===== config.mk =====
export PLATFORM = sky130hd
export DESIGN_NAME = mem_responder_flat
export DESIGN_NICKNAME = d
export VERILOG_FILES = /design/src/rtl/mem_pkg.sv /design/src/rtl/mem_responder_if.sv /design/src/rtl/mem_resp_ram.sv /design/src/rtl/mem_responder.sv /design/src/flat_wrapper.sv
export SDC_FILE = /design/constraint.sdc
export NUM_CORES = 2
export LEC_CHECK = 0
export CAP_MARGIN = 30
export CORE_UTILIZATION = 40
export DETAILED_ROUTE_END_ITERATION = 8
export REMOVE_ABC_BUFFERS = 1
export SLEW_MARGIN = 5
export SYNTH_ARGS = -nofsm -noshare
export SYNTH_HDL_FRONTEND = slang
export SYNTH_HIERARCHICAL = 1
export SYNTH_SLANG_ARGS = --single-unit

===== constraint.sdc =====
create_clock -name clk -period 5.2 [get_ports clk]
set_clock_uncertainty 0.2 [all_clocks]
set_input_delay 1.3 -clock clk [delete_from_list [all_inputs] [get_ports clk]]
set_output_delay 1.3 -clock clk [all_outputs]
set_load 0.01 [all_outputs]

===== src/rtl/mem_pkg.sv =====
// Shared definitions for the memory responder: bus width defaults, FSM states and op encoding.
package mem_pkg;

    localparam int MEM_DATA_W = 16;
    localparam int MEM_ADDR_W = 8;

    typedef enum logic [1:0] {
        S_IDLE,
        S_WAIT,
        S_RESP
    } state_t;

    localparam logic OP_RD = 1'b0;
    localparam logic OP_WR = 1'b1;

endpackage


===== src/rtl/mem_responder_if.sv =====
// Request/response bus between the control unit (master) and the memory responder (slave).
interface mem_responder_if
    import mem_pkg::*;
#(
    parameter int DATA_W = MEM_DATA_W,
    parameter int ADDR_W = MEM_ADDR_W
);
    logic              read;
    logic              write;
    logic [ADDR_W-1:0] addr;
    logic [DATA_W-1:0] wdata;
    logic [DATA_W-1:0] rdata;
    logic              rvalid;
    logic              wdone;
    logic              busy;
    logic              err;

    modport master (
        output read, write, addr, wdata,
        input  rdata, rvalid, wdone, busy, err
    );

    modport slave (
        input  read, write, addr, wdata,
        output rdata, rvalid, wdone, busy, err
    );

endinterface


===== src/rtl/mem_resp_ram.sv =====
// Single-port synchronous RAM with registered read data (read-before-write).
module mem_resp_ram #(
    parameter int DATA_W = 16,
    parameter int DEPTH  = 256
) (
    input  logic                     clk,
    input  logic                     we,
    input  logic [$clog2(DEPTH)-1:0] idx,
    input  logic [DATA_W-1:0]        din,
    output logic [DATA_W-1:0]        dout
);

    logic [DATA_W-1:0] mem_q [DEPTH];

    // NOTE: the storage array and its read register carry no reset, so the array maps onto block RAM.
    always_ff @(posedge clk) begin
        if (we) begin
            mem_q[idx] <= din;
        end
        dout <= mem_q[idx];
    end

endmodule


===== src/rtl/mem_responder.sv =====
// Fixed-latency single-word memory responder. Defining MEM_BOUNDS_CHECK_EN flags captured
// addresses >= DEPTH via err instead of aliasing them. DEPTH: power of two; LATENCY: 1..7.
module mem_responder
    import mem_pkg::*;
#(
    parameter int DATA_W  = MEM_DATA_W,
    parameter int ADDR_W  = MEM_ADDR_W,
    parameter int DEPTH   = 256,
    parameter int LATENCY = 2
) (
    input  logic           clk,
    input  logic           reset,
    mem_responder_if.slave bus
);

    localparam int              IDX_W    = $clog2(DEPTH);
    localparam int              CNT_W    = 3;
    localparam logic [CNT_W-1:0] CNT_LOAD = CNT_W'(LATENCY - 1);
`ifdef MEM_BOUNDS_CHECK_EN
    localparam bit BOUNDS_EN = 1'b1;
`else
    localparam bit BOUNDS_EN = 1'b0;
`endif

    state_t            state_q, state_d;
    logic [CNT_W-1:0]  cnt_q, cnt_d;
    logic              op_q;
    logic [ADDR_W-1:0] addr_q;
    logic [DATA_W-1:0] wdata_q;
    logic [DATA_W-1:0] rdata_q;

    logic              accept;
    logic              oob;
    logic              rvalid, wdone, err, busy;
    logic              ram_we;
    logic [IDX_W-1:0]  ram_idx;
    logic [DATA_W-1:0] ram_dout;
    logic [DATA_W-1:0] rd_value;

    assign accept = (state_q == S_IDLE) && (bus.read || bus.write);
    assign oob    = BOUNDS_EN && ({1'b0, addr_q} >= (ADDR_W + 1)'(DEPTH));

    // NOTE: sequential state uses non-blocking assignments so every register samples pre-edge values.
    always_ff @(posedge clk) begin
        if (reset) begin
            state_q <= S_IDLE;
            cnt_q   <= '0;
            rdata_q <= '0;
        end else begin
            state_q <= state_d;
            cnt_q   <= cnt_d;
            if (rvalid) begin
                rdata_q <= rd_value;
            end
        end
    end

    // Capture registers are only meaningful after an accept, so they need no reset.
    always_ff @(posedge clk) begin
        if (accept) begin
            op_q    <= bus.write ? OP_WR : OP_RD;
            addr_q  <= bus.addr;
            wdata_q <= bus.wdata;
        end
    end

    // NOTE: every signal assigned in always_comb gets a default first, which rules out latches.
    always_comb begin
        state_d = state_q;
        cnt_d   = cnt_q;
        unique case (state_q)
            S_IDLE: begin
                if (accept) begin
                    cnt_d   = CNT_LOAD;
                    state_d = (LATENCY == 1) ? S_RESP : S_WAIT;
                end
            end
            S_WAIT: begin
                cnt_d = cnt_q - 1'b1;
                if (cnt_q == CNT_W'(1)) begin
                    state_d = S_RESP;
                end
            end
            S_RESP:  state_d = S_IDLE;
            default: state_d = S_IDLE;
        endcase
    end

    always_comb begin
        busy     = (state_q != S_IDLE);
        rvalid   = (state_q == S_RESP) && (op_q == OP_RD);
        wdone    = (state_q == S_RESP) && (op_q == OP_WR);
        err      = (state_q == S_RESP) && oob;
        ram_we   = wdone && !oob && !reset;
        rd_value = oob ? '0 : ram_dout;
        // In IDLE the RAM is addressed straight from the bus so a LATENCY of 1 still has data in RESP.
        ram_idx  = (state_q == S_IDLE) ? bus.addr[IDX_W-1:0] : addr_q[IDX_W-1:0];
    end

    mem_resp_ram #(
        .DATA_W (DATA_W),
        .DEPTH  (DEPTH)
    ) u_ram (
        .clk  (clk),
        .we   (ram_we),
        .idx  (ram_idx),
        .din  (wdata_q),
        .dout (ram_dout)
    );

    assign bus.rdata  = rvalid ? rd_value : rdata_q;
    assign bus.rvalid = rvalid;
    assign bus.wdone  = wdone;
    assign bus.busy   = busy;
    assign bus.err    = err;

endmodule


===== src/flat_wrapper.sv =====
// flat-port wrapper written by rule: the top's interface ports become plain ports
module mem_responder_flat import mem_pkg::*;
#(
    parameter int DATA_W  = MEM_DATA_W,
    parameter int ADDR_W  = MEM_ADDR_W,
    parameter int DEPTH   = 256,
    parameter int LATENCY = 2
)
  (clk, reset, bus_read, bus_write, bus_addr, bus_wdata, bus_rdata, bus_rvalid, bus_wdone, bus_busy, bus_err);
  mem_responder_if #(.DATA_W(DATA_W), .ADDR_W(ADDR_W)) bus_i ();
  input  logic clk;
  input  logic reset;
  input wire logic [$bits(bus_i.read)-1:0] bus_read;
  input wire logic [$bits(bus_i.write)-1:0] bus_write;
  input wire logic [$bits(bus_i.addr)-1:0] bus_addr;
  input wire logic [$bits(bus_i.wdata)-1:0] bus_wdata;
  output wire logic [$bits(bus_i.rdata)-1:0] bus_rdata;
  output wire logic [$bits(bus_i.rvalid)-1:0] bus_rvalid;
  output wire logic [$bits(bus_i.wdone)-1:0] bus_wdone;
  output wire logic [$bits(bus_i.busy)-1:0] bus_busy;
  output wire logic [$bits(bus_i.err)-1:0] bus_err;
  assign bus_i.read = bus_read;
  assign bus_i.write = bus_write;
  assign bus_i.addr = bus_addr;
  assign bus_i.wdata = bus_wdata;
  assign bus_rdata = bus_i.rdata;
  assign bus_rvalid = bus_i.rvalid;
  assign bus_wdone = bus_i.wdone;
  assign bus_busy = bus_i.busy;
  assign bus_err = bus_i.err;
  mem_responder #(.DATA_W(DATA_W), .ADDR_W(ADDR_W), .DEPTH(DEPTH), .LATENCY(LATENCY)) u_core (.clk(clk), .reset(reset), .bus(bus_i));
endmodule

==> results.txt <==
----------------------------------------------------
[Synthesis]
  Number of flip-flops and latches in the synthesized netlist ... a little over 4000
  Synth warnings ... 6
  Share of flip-flops with an asynchronous set or reset after synthesis ... 0%
  Most area-hungry cell type in the Yosys netlist ... edfxtp_1
  Count leader, synth ... edfxtp_1
  Most instantiated flip-flop cell in the synthesis netlist ... edfxtp_1
  Mean Syn Cell Area ... 23.0 sq um
  Cells taking the most area after synthesis ... edfxtp_1, mux4_2, a22oi_1
  Count of unique library cells instantiated by Yosys ... 37
  Sequential area share after synthesis ... 79.2%
  Number of enable-type register cells in the synthesized netlist ... 4121
  Post-synthesis instance area ... 157000 sq um
  Most common library cells after synthesis ... edfxtp_1, mux4_2, a22oi_1
  Share of the synthesized area in the top cell type ... 78.7%
  Synthesized instance count ... 6847

[Die]
  Height of the chip ... 629 um
  Width of the chip ... 629 um
  Full die area ... 396000 sq um
  Count of pins on the block boundary ... between 40 and 50
  Initial core utilization ... 40.3%
  Total core area ... 390000 sq um
  Row count ... 229

[Timing]
  Period utilization ... 91.0%
  Final Hold Fails ... 0
  Final Worst Setup Slack ... roughly 470 ps
  Minimum clock period after layout ... 4730 ps
  Relative slew slack ... -4.59%
  Post-route worst hold slack ... 322 ps
  Max-slew violation count ... 72
  Setup repair after global routing missed its margin ... false
  Final setup violation count ... 0
  Transition time at the pin with the least slew margin ... 1570 ps
  Achievable frequency ... 211 MHz

[Power]
  Standby leakage power ... ~58 nW
  P per Cell Area ... 402 nW/um^2
  Net switching power figure ... 17.8 mW
  Switching portion of total power ... 23.8%
  Relative contribution of sequential cells to total power ... 50.3%
  Clock network power share ... 38.7%
  VDD IR-drop max ... approximately 0.33 mV
  Power share of the combinational group ... between 10 and 15%
  Design internal power ... 56.8 mW

[Outcome]
  Violated checks ... max-slew violations
  Outcome ... finished, violations left

[Layout]
  Ratio of cells with drive above 1 in the final layout ... between 30% and 40%
  Filler Cell Count ... 31611
  Layout net count ... 7792
  Synth-to-Final Area Change ... 18.0%
  Utilization after layout ... about 48%

[Clocking]
  Count of clock tree sinks ... 4158
  Clock-pin transition on the worst setup and hold timing paths ... 60 ps
  Clock Path Buffers ... 4
  CTS tree ... yes
  Root Driver ... clkbuf_16
  Clock latency reported for the late side of the worst-skew pair ... 1000 ps
  Number of instances resized during post-cts repair ... 0
  Number of post-CTS setup repair buffers ... 0
  Number of levels the H-tree was split into ... 5
  TritonCTS Buffers ... about 420
  Number of buffers inserted by hold repair at cts ... 0

[Drt]
  Total wire length after detailed routing ... roughly 410 mm
  Vias per cell ... 5.77
  Iteration count of the initial detailed-routing pass ... 5
  DRC violation count after routing ... 0
  Drt initial violations ... about 9000
  Number of vias after detailed routing ... 76795
  Final antenna-violating net count ... 0
  Average detailed-routed wire length per instance ... 31.2 um

[GRT]
  Number of antenna violations at the first check in global routing ... 17
  Largest net degree at the start of global routing ... about 190
  Combined global-route utilization of all metal layers ... between 20% and 30%
  Global-route wire length before repair ... a little under 600 mm
  Overflow left after global routing ... 0
  Via count of the first global-routing pass ... ~78000

[Critical path]
  Endpoint of the worst register-to-register path ... u_core/u_ram/dout[9]$_DFF_P_
  Crit path DAT ... 5350 ps
  Worst Setup Start Kind ... register
  Endpoint class of the critical path ... register
  Critical path endpoint ... u_core/u_ram/dout[9]$_DFF_P_
  Type of the worst setup path ... reg -> reg
  Path depth of the worst reg2reg path ... 11
  Worst setup startpoint ... u_core/state_q[0]$_SDFFE_PP0P_
  Register-to-register setup slack ... 470 ps
  Biggest fanout along the worst timing path ... 33
  Worst endpoint required time ... 5820 ps
  Reg2Reg Launch Point ... u_core/state_q[0]$_SDFFE_PP0P_

[Placed design]
  Worst setup timing slack at the placement stage ... -487 ps
  Detailed placement HPWL ... roughly 250 mm
  Placer congestion estimate ... between 0.8 and 0.9
  Count of buffers from port buffering ... 46

[Run]
  Max-cap violations ... 0

[Hold path]
  Worst Hold Class ... reg -> reg

----------------------------------------------------
==> layout by cell type, fill, tap and decap left out, types with 74 or more instances in the layout <==
cell type | netlist | layout
clkbuf_1 | 251 | 80
buf_4 | 18 | 612
nor2_1 | 236 | 220
clkinv_1 | 0 | 116
clkbuf_16 | 0 | 421
edfxtp_1 | 4121 | 4121
buf_12 | 1 | 257
a21oi_1 | 257 | 257
a22oi_1 | 512 | 512
mux4_2 | 1024 | 1024
clkinv_2 | 0 | 74
==> power by group through the flow <==
stage / clock [mW] / combinational [mW] / sequential [mW]
after floorplan: 0 / 7.59 / 38.7
after global placement: 0 / 8.21 / 38.2
after detailed placement: 0 / 8.34 / 38.2
after CTS: 29.3 / 8.36 / 37.4
after global routing: 30.5 / 8.65 / 37.4
final: 28.8 / 8.27 / 37.5
==> per-layer routing <==
metal | GRT usage, % | wire length, um | up-vias
li1 | - | - | 31347
met1 | 28.6 | 165000 | 41675
met2 | 33.8 | 204000 | 3201
met3 | 3.22 | 31400 | 572
met4 | 6.91 | 14700 | 0
met5 | 0 | 0 | -
==> cells by family (layout without fill, tap and decap cells) <==
family,Yosys count,in the layout,share of synthesized area [%]
flops,4158,4158,79.2
simple gates,368,368,1.03
other cells,1,4,0.00239
buf+inv,431,1691,1.27
compound gates,839,839,3.64
mux,1048,1048,14.9
fa+ha+maj,2,2,0.0159
==> sequential cells by signal, indices dropped and copies added (netlist names) <==
name,count
u_core/u_ram/mem_q,4096
u_core/rdata_q,16
u_core/u_ram/dout,16
u_core/wdata_q,16
u_core/addr_q,8
u_core/cnt_q,3
u_core/state_q,2
u_core/op_q,1
==> cell type report <==
class / instances / area [sq um] / area share (%)
sequential: 4158 / 124000 / 67.1
timing repair buffer: 922 / 10300 / 5.56
antenna: 3 / 7.51 / 0.00405
clock inverter: 260 / 2130 / 1.15
multi-input combinational: 2258 / 31100 / 16.8
inverter: 5 / 18.8 / 0.0101
tap: 5197 / 6500 / 3.51
clock buffer: 504 / 10900 / 5.86
==> worst min path at each step <==
stage / from / cells past startpoint / end
2_1_floorplan: u_core/cnt_q[2]$_SDFFE_PP0P_ / 2 / u_core/cnt_q[2]$_SDFFE_PP0P_
3_3_place_gp: u_core/cnt_q[1]$_SDFFE_PP0P_ / 2 / u_core/cnt_q[1]$_SDFFE_PP0P_
3_5_place_dp: u_core/cnt_q[1]$_SDFFE_PP0P_ / 2 / u_core/cnt_q[1]$_SDFFE_PP0P_
4_1_cts: u_core/cnt_q[1]$_SDFFE_PP0P_ / 2 / u_core/cnt_q[1]$_SDFFE_PP0P_
5_1_grt: u_core/cnt_q[1]$_SDFFE_PP0P_ / 2 / u_core/cnt_q[1]$_SDFFE_PP0P_
6_report: u_core/cnt_q[1]$_SDFFE_PP0P_ / 2 / u_core/cnt_q[1]$_SDFFE_PP0P_
==> worst max-delay path, cell delays in order, from the launching register on <==
cell and delay (ps):
dfxtp_1 420, nor2_2 380, mux2_8 420, buf_12 290
buf_4 460, mux4_2 550, a22oi_1 260, a21oi_1 190
buf_4 170, o41ai_1 750, buf_4 270, nand4_1 100
==> stage by stage <==
stage | cells | cell area (sq um) | setup TNS [ps] | power (mW)
global placement | 12533 | 172000 | -3340 | 46.4
detailed placement | 12539 | 172000 | -2400 | 46.5
CTS | 13303 | 185000 | 0 | 75.1
floorplan | 6421 | 155000 | - | 46.3
finish | 13307 | 185000 | 0 | 74.5
global route | 13306 | 185000 | 0 | 76.6
(Power assumes the default switching activity.)
